[config.mk]
export PLATFORM = sky130hd
export DESIGN_NAME = imm_gen_pipe_flat
export DESIGN_NICKNAME = d
export VERILOG_FILES = /design/src/rtl/imm_gen_pipe_if.sv /design/src/rtl/imm_gen_pipe.sv /design/src/flat_wrapper.sv
export SDC_FILE = /design/constraint.sdc
export NUM_CORES = 1
export LEC_CHECK = 0
export ABC_AREA = 1
export BUFFER_PORTS_ARGS = -buffer_cell sky130_fd_sc_hd__buf_2
export CORE_UTILIZATION = 40
export CTS_BUF_LIST = sky130_fd_sc_hd__clkbuf_4
export CTS_CLUSTER_SIZE = 30
export DETAILED_ROUTE_END_ITERATION = 8
export PLACE_DENSITY = 0.63
export SLEW_MARGIN = 20
export SYNTH_ARGS = -nofsm -noshare
export SYNTH_HDL_FRONTEND = slang
export SYNTH_SLANG_ARGS = --single-unit
[constraint.sdc]
create_clock -name clk_i -period 2.1 [get_ports clk_i]
set_input_delay 0.105 -clock clk_i [delete_from_list [all_inputs] [get_ports clk_i]]
set_output_delay 0.105 -clock clk_i [all_outputs]
set_load 0.01 [all_outputs]
[src/rtl/imm_gen_pipe_if.sv]
// Handshake bundle for the immediate generator: instruction/ImmSrc/tag in, extended immediate/tag/illegal out.
// master drives the request side and consumes the result; slave is the generator itself.
interface imm_gen_pipe_if #(
    parameter int DATA_WIDTH  = 32,
    parameter int INSTR_WIDTH = 32,
    parameter int TAG_WIDTH   = 8
);
    logic                   in_valid_i;
    logic                   in_ready_o;
    logic [INSTR_WIDTH-1:0] instr_i;
    logic [2:0]             ImmSrc_i;
    logic [TAG_WIDTH-1:0]   tag_i;

    logic                   out_valid_o;
    logic                   out_ready_i;
    logic [DATA_WIDTH-1:0]  immop_o;
    logic [TAG_WIDTH-1:0]   tag_o;
    logic                   illegal_o;

    modport master (
        output in_valid_i, instr_i, ImmSrc_i, tag_i, out_ready_i,
        input  in_ready_o, out_valid_o, immop_o, tag_o, illegal_o
    );

    modport slave (
        input  in_valid_i, instr_i, ImmSrc_i, tag_i, out_ready_i,
        output in_ready_o, out_valid_o, immop_o, tag_o, illegal_o
    );
endinterface

[src/rtl/imm_gen_pipe.sv]
// Registered immediate generator: 1-cycle latency, full throughput; a main+skid pair absorbs one
// item of backpressure so in_ready_o is a plain register with no path from out_ready_i.
module imm_gen_pipe #(
    parameter int DATA_WIDTH  = 32,
    parameter int INSTR_WIDTH = 32,
    parameter int TAG_WIDTH   = 8
) (
    input  logic          clk_i,
    input  logic          rst_i,
    imm_gen_pipe_if.slave bus
);
    if (DATA_WIDTH != 32 && DATA_WIDTH != 64) begin : g_bad_dw
        $error("imm_gen_pipe: DATA_WIDTH must be 32 or 64");
    end
    if (INSTR_WIDTH != 32) begin : g_bad_iw
        $error("imm_gen_pipe: INSTR_WIDTH must be 32");
    end

    logic [31:0] instr;
    logic [31:0] raw32;
    logic        ill_new;
    logic        unused_opcode;

    assign instr         = bus.instr_i;
    assign unused_opcode = ^instr[6:0];

    // Every format is first formed as a 32-bit value whose bit 31 is the desired extension bit,
    // so a single signed widening covers both sign- and zero-extended modes.
    always_comb begin
        raw32   = '0;
        ill_new = 1'b0;
        case (bus.ImmSrc_i)
            3'b000:  raw32 = {{20{instr[31]}}, instr[31:20]};
            3'b001:  raw32 = {{20{instr[31]}}, instr[31:25], instr[11:7]};
            3'b010:  raw32 = {{19{instr[31]}}, instr[31], instr[7], instr[30:25], instr[11:8], 1'b0};
            3'b011:  raw32 = {instr[31:12], 12'b0};
            3'b100:  raw32 = {{11{instr[31]}}, instr[31], instr[19:12], instr[20], instr[30:21], 1'b0};
            3'b101:  raw32 = (DATA_WIDTH == 64) ? {26'b0, instr[25:20]} : {27'b0, instr[24:20]};
            3'b110:  raw32 = {27'b0, instr[19:15]};
            default: ill_new = 1'b1;
        endcase
    end

    logic [DATA_WIDTH-1:0] imm_new;
    assign imm_new = DATA_WIDTH'($signed(raw32));

    logic                  main_vld_q, main_vld_d;
    logic [DATA_WIDTH-1:0] main_imm_q, main_imm_d;
    logic [TAG_WIDTH-1:0]  main_tag_q, main_tag_d;
    logic                  main_ill_q, main_ill_d;
    logic                  skid_vld_q, skid_vld_d;
    logic [DATA_WIDTH-1:0] skid_imm_q, skid_imm_d;
    logic [TAG_WIDTH-1:0]  skid_tag_q, skid_tag_d;
    logic                  skid_ill_q, skid_ill_d;
    logic                  in_rdy_q, in_rdy_d;
    logic                  in_fire;

    assign in_fire = bus.in_valid_i && in_rdy_q;

    always_comb begin
        main_vld_d = main_vld_q;
        main_imm_d = main_imm_q;
        main_tag_d = main_tag_q;
        main_ill_d = main_ill_q;
        skid_vld_d = skid_vld_q;
        skid_imm_d = skid_imm_q;
        skid_tag_d = skid_tag_q;
        skid_ill_d = skid_ill_q;
        if (!main_vld_q || bus.out_ready_i) begin
            // in_ready is low whenever skid holds an item, so skid refill and new input never coincide.
            if (skid_vld_q) begin
                main_vld_d = 1'b1;
                main_imm_d = skid_imm_q;
                main_tag_d = skid_tag_q;
                main_ill_d = skid_ill_q;
                skid_vld_d = 1'b0;
            end else if (in_fire) begin
                main_vld_d = 1'b1;
                main_imm_d = imm_new;
                main_tag_d = bus.tag_i;
                main_ill_d = ill_new;
            end else begin
                main_vld_d = 1'b0;
            end
        end else if (in_fire) begin
            skid_vld_d = 1'b1;
            skid_imm_d = imm_new;
            skid_tag_d = bus.tag_i;
            skid_ill_d = ill_new;
        end
        in_rdy_d = !skid_vld_d;
    end

    always_ff @(posedge clk_i) begin
        if (rst_i) begin
            main_vld_q <= 1'b0;
            main_imm_q <= '0;
            main_tag_q <= '0;
            main_ill_q <= 1'b0;
            skid_vld_q <= 1'b0;
            skid_imm_q <= '0;
            skid_tag_q <= '0;
            skid_ill_q <= 1'b0;
            in_rdy_q   <= 1'b1;
        end else begin
            main_vld_q <= main_vld_d;
            main_imm_q <= main_imm_d;
            main_tag_q <= main_tag_d;
            main_ill_q <= main_ill_d;
            skid_vld_q <= skid_vld_d;
            skid_imm_q <= skid_imm_d;
            skid_tag_q <= skid_tag_d;
            skid_ill_q <= skid_ill_d;
            in_rdy_q   <= in_rdy_d;
        end
    end

    assign bus.in_ready_o  = in_rdy_q;
    assign bus.out_valid_o = main_vld_q;
    assign bus.immop_o     = main_imm_q;
    assign bus.tag_o       = main_tag_q;
    assign bus.illegal_o   = main_ill_q;
endmodule

[src/flat_wrapper.sv]
// flat-port wrapper written by rule: the top's interface ports become plain ports
module imm_gen_pipe_flat 
#(
    parameter int DATA_WIDTH  = 32,
    parameter int INSTR_WIDTH = 32,
    parameter int TAG_WIDTH   = 8
)
  (clk_i, rst_i, bus_in_valid_i, bus_instr_i, bus_ImmSrc_i, bus_tag_i, bus_out_ready_i, bus_in_ready_o, bus_out_valid_o, bus_immop_o, bus_tag_o, bus_illegal_o);
  imm_gen_pipe_if #(.DATA_WIDTH(DATA_WIDTH), .INSTR_WIDTH(INSTR_WIDTH), .TAG_WIDTH(TAG_WIDTH)) bus_i ();
  input  logic clk_i;
  input  logic rst_i;
  input wire logic [$bits(bus_i.in_valid_i)-1:0] bus_in_valid_i;
  input wire logic [$bits(bus_i.instr_i)-1:0] bus_instr_i;
  input wire logic [$bits(bus_i.ImmSrc_i)-1:0] bus_ImmSrc_i;
  input wire logic [$bits(bus_i.tag_i)-1:0] bus_tag_i;
  input wire logic [$bits(bus_i.out_ready_i)-1:0] bus_out_ready_i;
  output wire logic [$bits(bus_i.in_ready_o)-1:0] bus_in_ready_o;
  output wire logic [$bits(bus_i.out_valid_o)-1:0] bus_out_valid_o;
  output wire logic [$bits(bus_i.immop_o)-1:0] bus_immop_o;
  output wire logic [$bits(bus_i.tag_o)-1:0] bus_tag_o;
  output wire logic [$bits(bus_i.illegal_o)-1:0] bus_illegal_o;
  assign bus_i.in_valid_i = bus_in_valid_i;
  assign bus_i.instr_i = bus_instr_i;
  assign bus_i.ImmSrc_i = bus_ImmSrc_i;
  assign bus_i.tag_i = bus_tag_i;
  assign bus_i.out_ready_i = bus_out_ready_i;
  assign bus_in_ready_o = bus_i.in_ready_o;
  assign bus_out_valid_o = bus_i.out_valid_o;
  assign bus_immop_o = bus_i.immop_o;
  assign bus_tag_o = bus_i.tag_o;
  assign bus_illegal_o = bus_i.illegal_o;
  imm_gen_pipe #(.DATA_WIDTH(DATA_WIDTH), .INSTR_WIDTH(INSTR_WIDTH), .TAG_WIDTH(TAG_WIDTH)) u_core (.clk_i(clk_i), .rst_i(rst_i), .bus(bus_i));
endmodule
==> flow_metrics.py, run 1 <==
metrics = {
    "sta": {
        "worstMarginPinSlew_ps": 594,
        "whs_ps": 23.1,
        "fin_tns_setup_ps": 0,
        "timing.final.ws_setup_ps": 496,
        "rsz0062_at_grt": "false",
        "min_period_over_period_pct": 76.4,
        "finalSetupViolations": 0,
        "hold_viol_final": 0,
        "period_needed_ps": 1600,
        "slew_headroom_pct": 60.3,
        "finClkSkew_ps": 12.5,
        "max_freq_mhz": 623,
        "drv_slew": 0,
    },
    "setup_path": {
        "cp-start-kind": "flop",
        "path_class": "flop to flop",
        "cpLargestDelayFamily": "buffers and inverters",
        "cp_num_buf_inv": 2,
        "timing.rr.start": "u_core.bus.out_valid_o",
        "path_cells": "nand2_1 -> nor2_4 -> clkinvlp_4 -> o21ai_0 -> inv_1",
        "critPathMaxFanout": 30,
        "critical_path_arrival_ps": 1930,
        "cp-end-kind": "flop",
        "critPathMaxStageDelay_ps": 490,
        "reg2reg_depth": 5,
        "crit_required_ps": 2420,
        "reg2reg_slack_ps": 500,
        "reg2reg_to": "u_core.skid_imm_q[0]",
        "crit_slowest_cell": "clkinvlp_4",
    },
    "global_route": {
        "first_global_vias": 3259,
        "grt_max_degree": 59,
        "antenna_found_initial": 0,
        "grt_util_all_layers_pct": 21.5,
        "grt-ovfl-total": 0,
        "grt_pass1_wl_mm": 16.6,
    },
    "place": {
        "post-place-cells": 675,
        "hpwl_mm": 6.24,
        "place_congestion": 0.877,
        "port_buffers": 82,
        "pre_cts_slack_ps": 467,
    },
    "layout": {
        "nets": 645,
        "final_cells": 711,
        "drive_gt1_share_pct": 21.2,
        "diodes": 0,
        "area_growth_syn_to_layout_pct": 20.4,
        "fill_cells": 910,
    },
    "routing": {
        "ant_nets": 0,
        "first_pass_iters": 9,
        "drt-total-wl_mm": 10.2,
        "drc": 3,
        "routed_via_density": 5.18,
        "vias": 3683,
        "routedWlPerCell_um": 14.4,
        "drt_iter0_drc": 211,
    },
    "synthesis": {
        "async_flop_share_pct": 0,
        "synth_fp_nets": 561,
        "yosysUniqueCellTypes": 24,
        "synth-edff-count": 0,
        "syn_area_um2": 3720,
        "ys.flop_type": "dfxtp_1",
        "synth_warnings": 0,
        "ys_ff_latch": 85,
        "yosys.area_share.simple_pct": 23.6,
        "synthCells": 514,
        "synth-xor-area-share_pct": 0,
        "synthMuxAreaShare_pct": 0,
        "syn_area_per_cell_um2": 7.23,
        "synth_top_family_by_area": "simple AND/OR/NAND/NOR gates",
        "ys_seq_area_share_pct": 45.8,
        "synth-compound-area-share_pct": 23.4,
        "synth_fa_ha_area_share_pct": 0,
    },
    "pwr": {
        "power_density_nw_per_um2": 707,
        "irDropWorstVdd_mv": 0.322,
        "p_leak_nw": 2.15,
    },
    "cts": {
        "worstSkewPairLatency_ps": 430,
        "h-tree-depth": 3,
        "clk_pin_slew_worst_paths_ps": 140,
        "postCtsSetupRepairBufs": 0,
        "cts_buffers": 9,
        "cts_root_buf": "clkbuf_4",
        "clkSinkCount": 85,
        "cts_tree": "yes",
        "cts_max_path_buffers": 2,
    },
    "floorplan": {
        "io-pin-count": 90,
        "rows": 34,
        "dieArea_um2": 9680,
        "fp.dieH_um": 98.4,
        "start_util_pct": 42.0,
        "die_w_um": 98.4,
        "core_um2": 8850,
    },
    "min_path": {
        "hp-start": "bus_instr_i[10]",
        "min_to": "u_core.skid_imm_q[3]",
        "holdPathStages": 5,
        "hold_path_class": "input pin to flop",
    },
    "status": {
        "violations": "design-rule violations",
        "run_status": "complete, but fails checks",
    },
    "flow_run": {
        "maxCapViolCount": 0,
    },
}
[flip-flops by register name (all words and copies together), names as in the netlist]
register,cells
u_core.bus.illegal_o,1
u_core.skid_imm_q,32
u_core.bus.out_valid_o,1
u_core.skid_tag_q,8
u_core.bus.immop_o,32
u_core.bus.in_ready_o,1
u_core.skid_ill_q,1
u_core.skid_vld_q,1
u_core.bus.tag_o,8
[how the worst max path moves through the flow]
stage	start	end	slack, ps	depth (start not counted)
2_1_floorplan	u_core.bus.out_valid_o	u_core.skid_imm_q[0]	840	6
3_3_place_gp	u_core.bus.out_valid_o	u_core.skid_imm_q[0]	490	5
3_5_place_dp	u_core.bus.out_valid_o	u_core.skid_imm_q[0]	470	5
4_1_cts	u_core.bus.out_valid_o	u_core.skid_imm_q[0]	420	5
5_1_grt	u_core.bus.out_valid_o	u_core.skid_imm_q[3]	240	5
6_report	u_core.bus.out_valid_o	u_core.skid_imm_q[0]	500	5
[worst reg2reg max path, cell delays in order, from the launching register on]
cell and delay (ps):
dfxtp_1 350, nand2_1 120, nor2_4 140, clkinvlp_4 490
o21ai_0 340, inv_1 60
[power by group]
group | internal [mW] | switching [mW] | total (mW)
Sequential | 1.72 | 0.0476 | 1.77
Clock | 0.248 | 0.582 | 0.831
Combinational | 0.219 | 0.347 | 0.566
Total | 2.19 | 0.977 | 3.16
[per-layer routing]
layer  GRT usage (%)  up-vias  routed length (um)
met4            8.15        0                 136
li1                -     1890                   -
met5               0        -                   0
met1            30.4     1658                4760
met2            33.0      126                4600
met3            3.44        9                 722
[Yosys cell counts (3+ instances only)]
cell type	number	area, um2
nand3_1	15	75.1
o21ai_0	80	400
nor2_2	3	18.8
a21oi_1	69	345
clkbuf_1	20	75.1
clkbuf_2	3	15.0
nor2_1	67	251
nand4_1	5	31.3
nand2_1	96	360
dfxtp_1	85	1700
nand3_2	10	100
inv_1	19	71.3
buf_2	10	50.1
a31oi_1	17	106
[kinds of logic after synthesis]
family	count (synthesis)
compound gates	169
buf+inv	60
flops	85
simple gates	200
[area by class of cell]
cell class	count	area (um2)	area share (%)
multi-input combinational	369	1750	39.2
sequential	85	1700	38.0
timing repair buffer	111	678	15.2
tap	108	135	3.02
inverter	22	88.8	1.99
clock buffer	9	67.6	1.51
clock inverter	7	48.8	1.09
[through the flow]
stage	utilization [%]	area, um2	power (mW)
after global placement	46.9	4150	2.33
after floorplan	-	3720	2.13
after detailed placement	46.9	4150	2.34
final	50.6	4470	3.16
after CTS	50.5	4470	3.20
after global routing	50.6	4470	3.34
[cell usage in the layout, fill, tap and decap left out, types with 3 or more instances in the layout]
cell type,netlist,layout
a21oi_1,69,69
a31oi_1,17,17
buf_2,10,82
buf_4,2,9
clkbuf_4,0,9
dfxtp_1,85,85
dlygate4sd3_1,0,20
inv_1,19,17
nand2_1,96,96
nand3_1,15,15
nand3_2,10,10
nand4_1,5,5
nor2_1,67,67
nor2_4,2,3
o21ai_0,80,80
[what timing repair did]
item | 4_1_cts | 5_1_grt
endpoints found under the hold margin | 31 | 0
hold buffers | 20 | 0
setup endpoints to repair | 0 | 6
resized for setup | 0 | 1
(Power assumes the default switching activity.)
==> run 2, diff against run 1 <==
==> constraint.sdc (replaced) <==
create_clock -name clk_i -period 1.6 [get_ports clk_i]
set_input_delay 0.08 -clock clk_i [delete_from_list [all_inputs] [get_ports clk_i]]
set_output_delay 0.08 -clock clk_i [all_outputs]
set_load 0.01 [all_outputs]
==> flow_metrics.py, run 2 (same netlist as run 1, synthesis figures left out) <==
metrics = {
    "sta": {
        "finClkSkew_ps": 15.6,
        "drv_slew": 0,
        "period_needed_ps": 1320,
        "fin_tns_setup_ps": 0,
        "max_freq_mhz": 756,
        "min_period_over_period_pct": 82.7,
        "rsz0062_at_grt": "false",
        "hold_viol_final": 0,
        "finalSetupViolations": 0,
        "worstMarginPinSlew_ps": 499,
        "slew_headroom_pct": 66.7,
    },
    "status": {
        "violations": "design-rule violations",
        "run_status": "complete, but fails checks",
    },
    "global_route": {
        "grt_max_degree": 63,
        "antenna_found_initial": 0,
        "first_global_vias": 3477,
        "grt_util_all_layers_pct": 22.3,
        "grt-ovfl-total": 0,
        "grt_pass1_wl_mm": 17.2,
    },
    "floorplan": {
        "start_util_pct": 42.0,
        "io-pin-count": 90,
        "core_um2": 8850,
        "dieArea_um2": 9680,
        "die_w_um": 98.4,
        "fp.dieH_um": 98.4,
        "rows": 34,
    },
    "cts": {
        "cts_max_path_buffers": 2,
        "cts-resized-gates": 0,
        "clk_pin_slew_worst_paths_ps": 140,
        "cts_buffers": 9,
        "h-tree-depth": 3,
        "cts_root_buf": "clkbuf_4",
        "cts_tree": "yes",
        "worstSkewPairLatency_ps": 430,
        "clkSinkCount": 85,
    },
    "setup_path": {
        "path_class": "flop to flop",
        "reg2reg_depth": 6,
        "critical_path_arrival_ps": 1690,
        "crit_required_ps": 1960,
        "path_cells": "nand2_1 -> nand2_1 -> inv_1 -> buf_4 -> o21ai_0 -> a21oi_1",
        "cp_num_cells": 6,
        "crit_slowest_cell": "dfxtp_1",
        "cpLargestDelayFamily": "buffers and inverters",
        "cp-start-kind": "flop",
        "cp_num_buf_inv": 2,
        "critPathMaxStageDelay_ps": 340,
        "critPathMaxFanout": 17,
        "crit_path_frequent_cell": "nand2_1",
        "cp-end-kind": "flop",
    },
    "layout": {
        "drive_gt1_share_pct": 21.5,
        "final_cell_mix": "96 x nand2_1, 85 x dfxtp_1, 82 x buf_2, 80 x o21ai_0, 69 x a21oi_1",
        "final_cell_area_um2": 4650,
        "layout_commonest_cell": "nand2_1",
        "diodes": 0,
        "fin_util_pct": 52.6,
        "area_growth_syn_to_layout_pct": 25.2,
        "final_cells": 722,
        "nets": 656,
    },
    "routing": {
        "ant_nets": 0,
        "first_pass_iters": 6,
        "routed_via_density": 5.32,
        "routedWlPerCell_um": 14.5,
        "vias": 3842,
        "drt_iter0_drc": 270,
        "drt-total-wl_mm": 10.5,
        "drc": 4,
    },
    "place": {
        "port_buffers": 82,
        "dpl_cell_area_um2": 4230,
        "place_congestion": 0.911,
        "post-place-cells": 680,
        "hpwl_mm": 6.45,
    },
    "pwr": {
        "p_leak_nw": 2.22,
        "irDropWorstVdd_mv": 0.451,
        "power_density_nw_per_um2": 971,
    },
    "flow_run": {
        "maxCapViolCount": 0,
    },
    "min_path": {
        "hold_path_class": "input pin to flop",
        "holdPathStages": 5,
    },
}
-- run 2: changes by cell type in the layout (fill, tap and decap cells not counted) --
| cell | previous run | this run |
|---|---|---|
| dlygate4sd3_1 | 20 | 26 |
| buf_12 | 0 | 3 |
| buf_4 | 9 | 11 |
| bufinv_16 | 0 | 2 |
| clkinv_2 | 2 | 0 |
| clkinv_4 | 2 | 0 |
| clkinvlp_4 | 1 | 2 |
| inv_1 | 17 | 18 |
-- run 2: timing repair --
action	CTS	global route
buffers inserted	0	0
endpoints found under the hold margin	37	2
hold buffers	24	2
-- run 2: worst reg2reg max path, cell delays in order (launching register included) --
cell     delay, ps
dfxtp_1        340
nand2_1        170
nand2_1        120
inv_1          120
buf_4          240
o21ai_0        130
a21oi_1        150
-- run 2: routing by layer --
metal / global-route usage (%) / vias up / wire [um]
li1: - / 1906 / -
met3: 3.79 / 12 / 668
met5: 0 / - / 0
met4: 7.46 / 0 / 109
met1: 30.9 / 1783 / 4930
met2: 35.4 / 141 / 4750
-- run 2: cell type report --
cell class	instances	area, um2
clock buffer	9	67.6
clock inverter	7	96.3
fill	872	4200
inverter	22	85.1
multi-input combinational	369	1750
sequential	85	1700
tap	108	135
timing repair buffer	122	813
-- run 2: per-stage QoR --
step	total power [mW]	setup WS (ps)	hold WS (ps)
2_1_floorplan	2.80	339	149
3_3_place_gp	3.08	359	321
3_5_place_dp	3.09	269	329
4_1_cts	4.53	242	1.53
5_1_grt	4.76	144	20.3
6_report	4.52	277	24.7
-- run 2: path summary, 6_finish.rpt --
kind	from	to	slack, ps
worst min-delay path	bus_instr_i[22]	u_core.skid_imm_q[22]	20
worst max-delay path	u_core.bus.out_valid_o	u_core.bus.immop_o[0]	280
worst min register to register	u_core.skid_tag_q[7]	u_core.bus.tag_o[7]	480
worst max register to register	u_core.bus.out_valid_o	u_core.bus.immop_o[0]	280
-- run 2: report_power, final --
part           switching, mW  total (mW)  internal (mW)
clock                  0.780        1.42          0.640
sequential            0.0658        2.32           2.26
combinational          0.463       0.777          0.314
total                   1.31        4.52           3.21
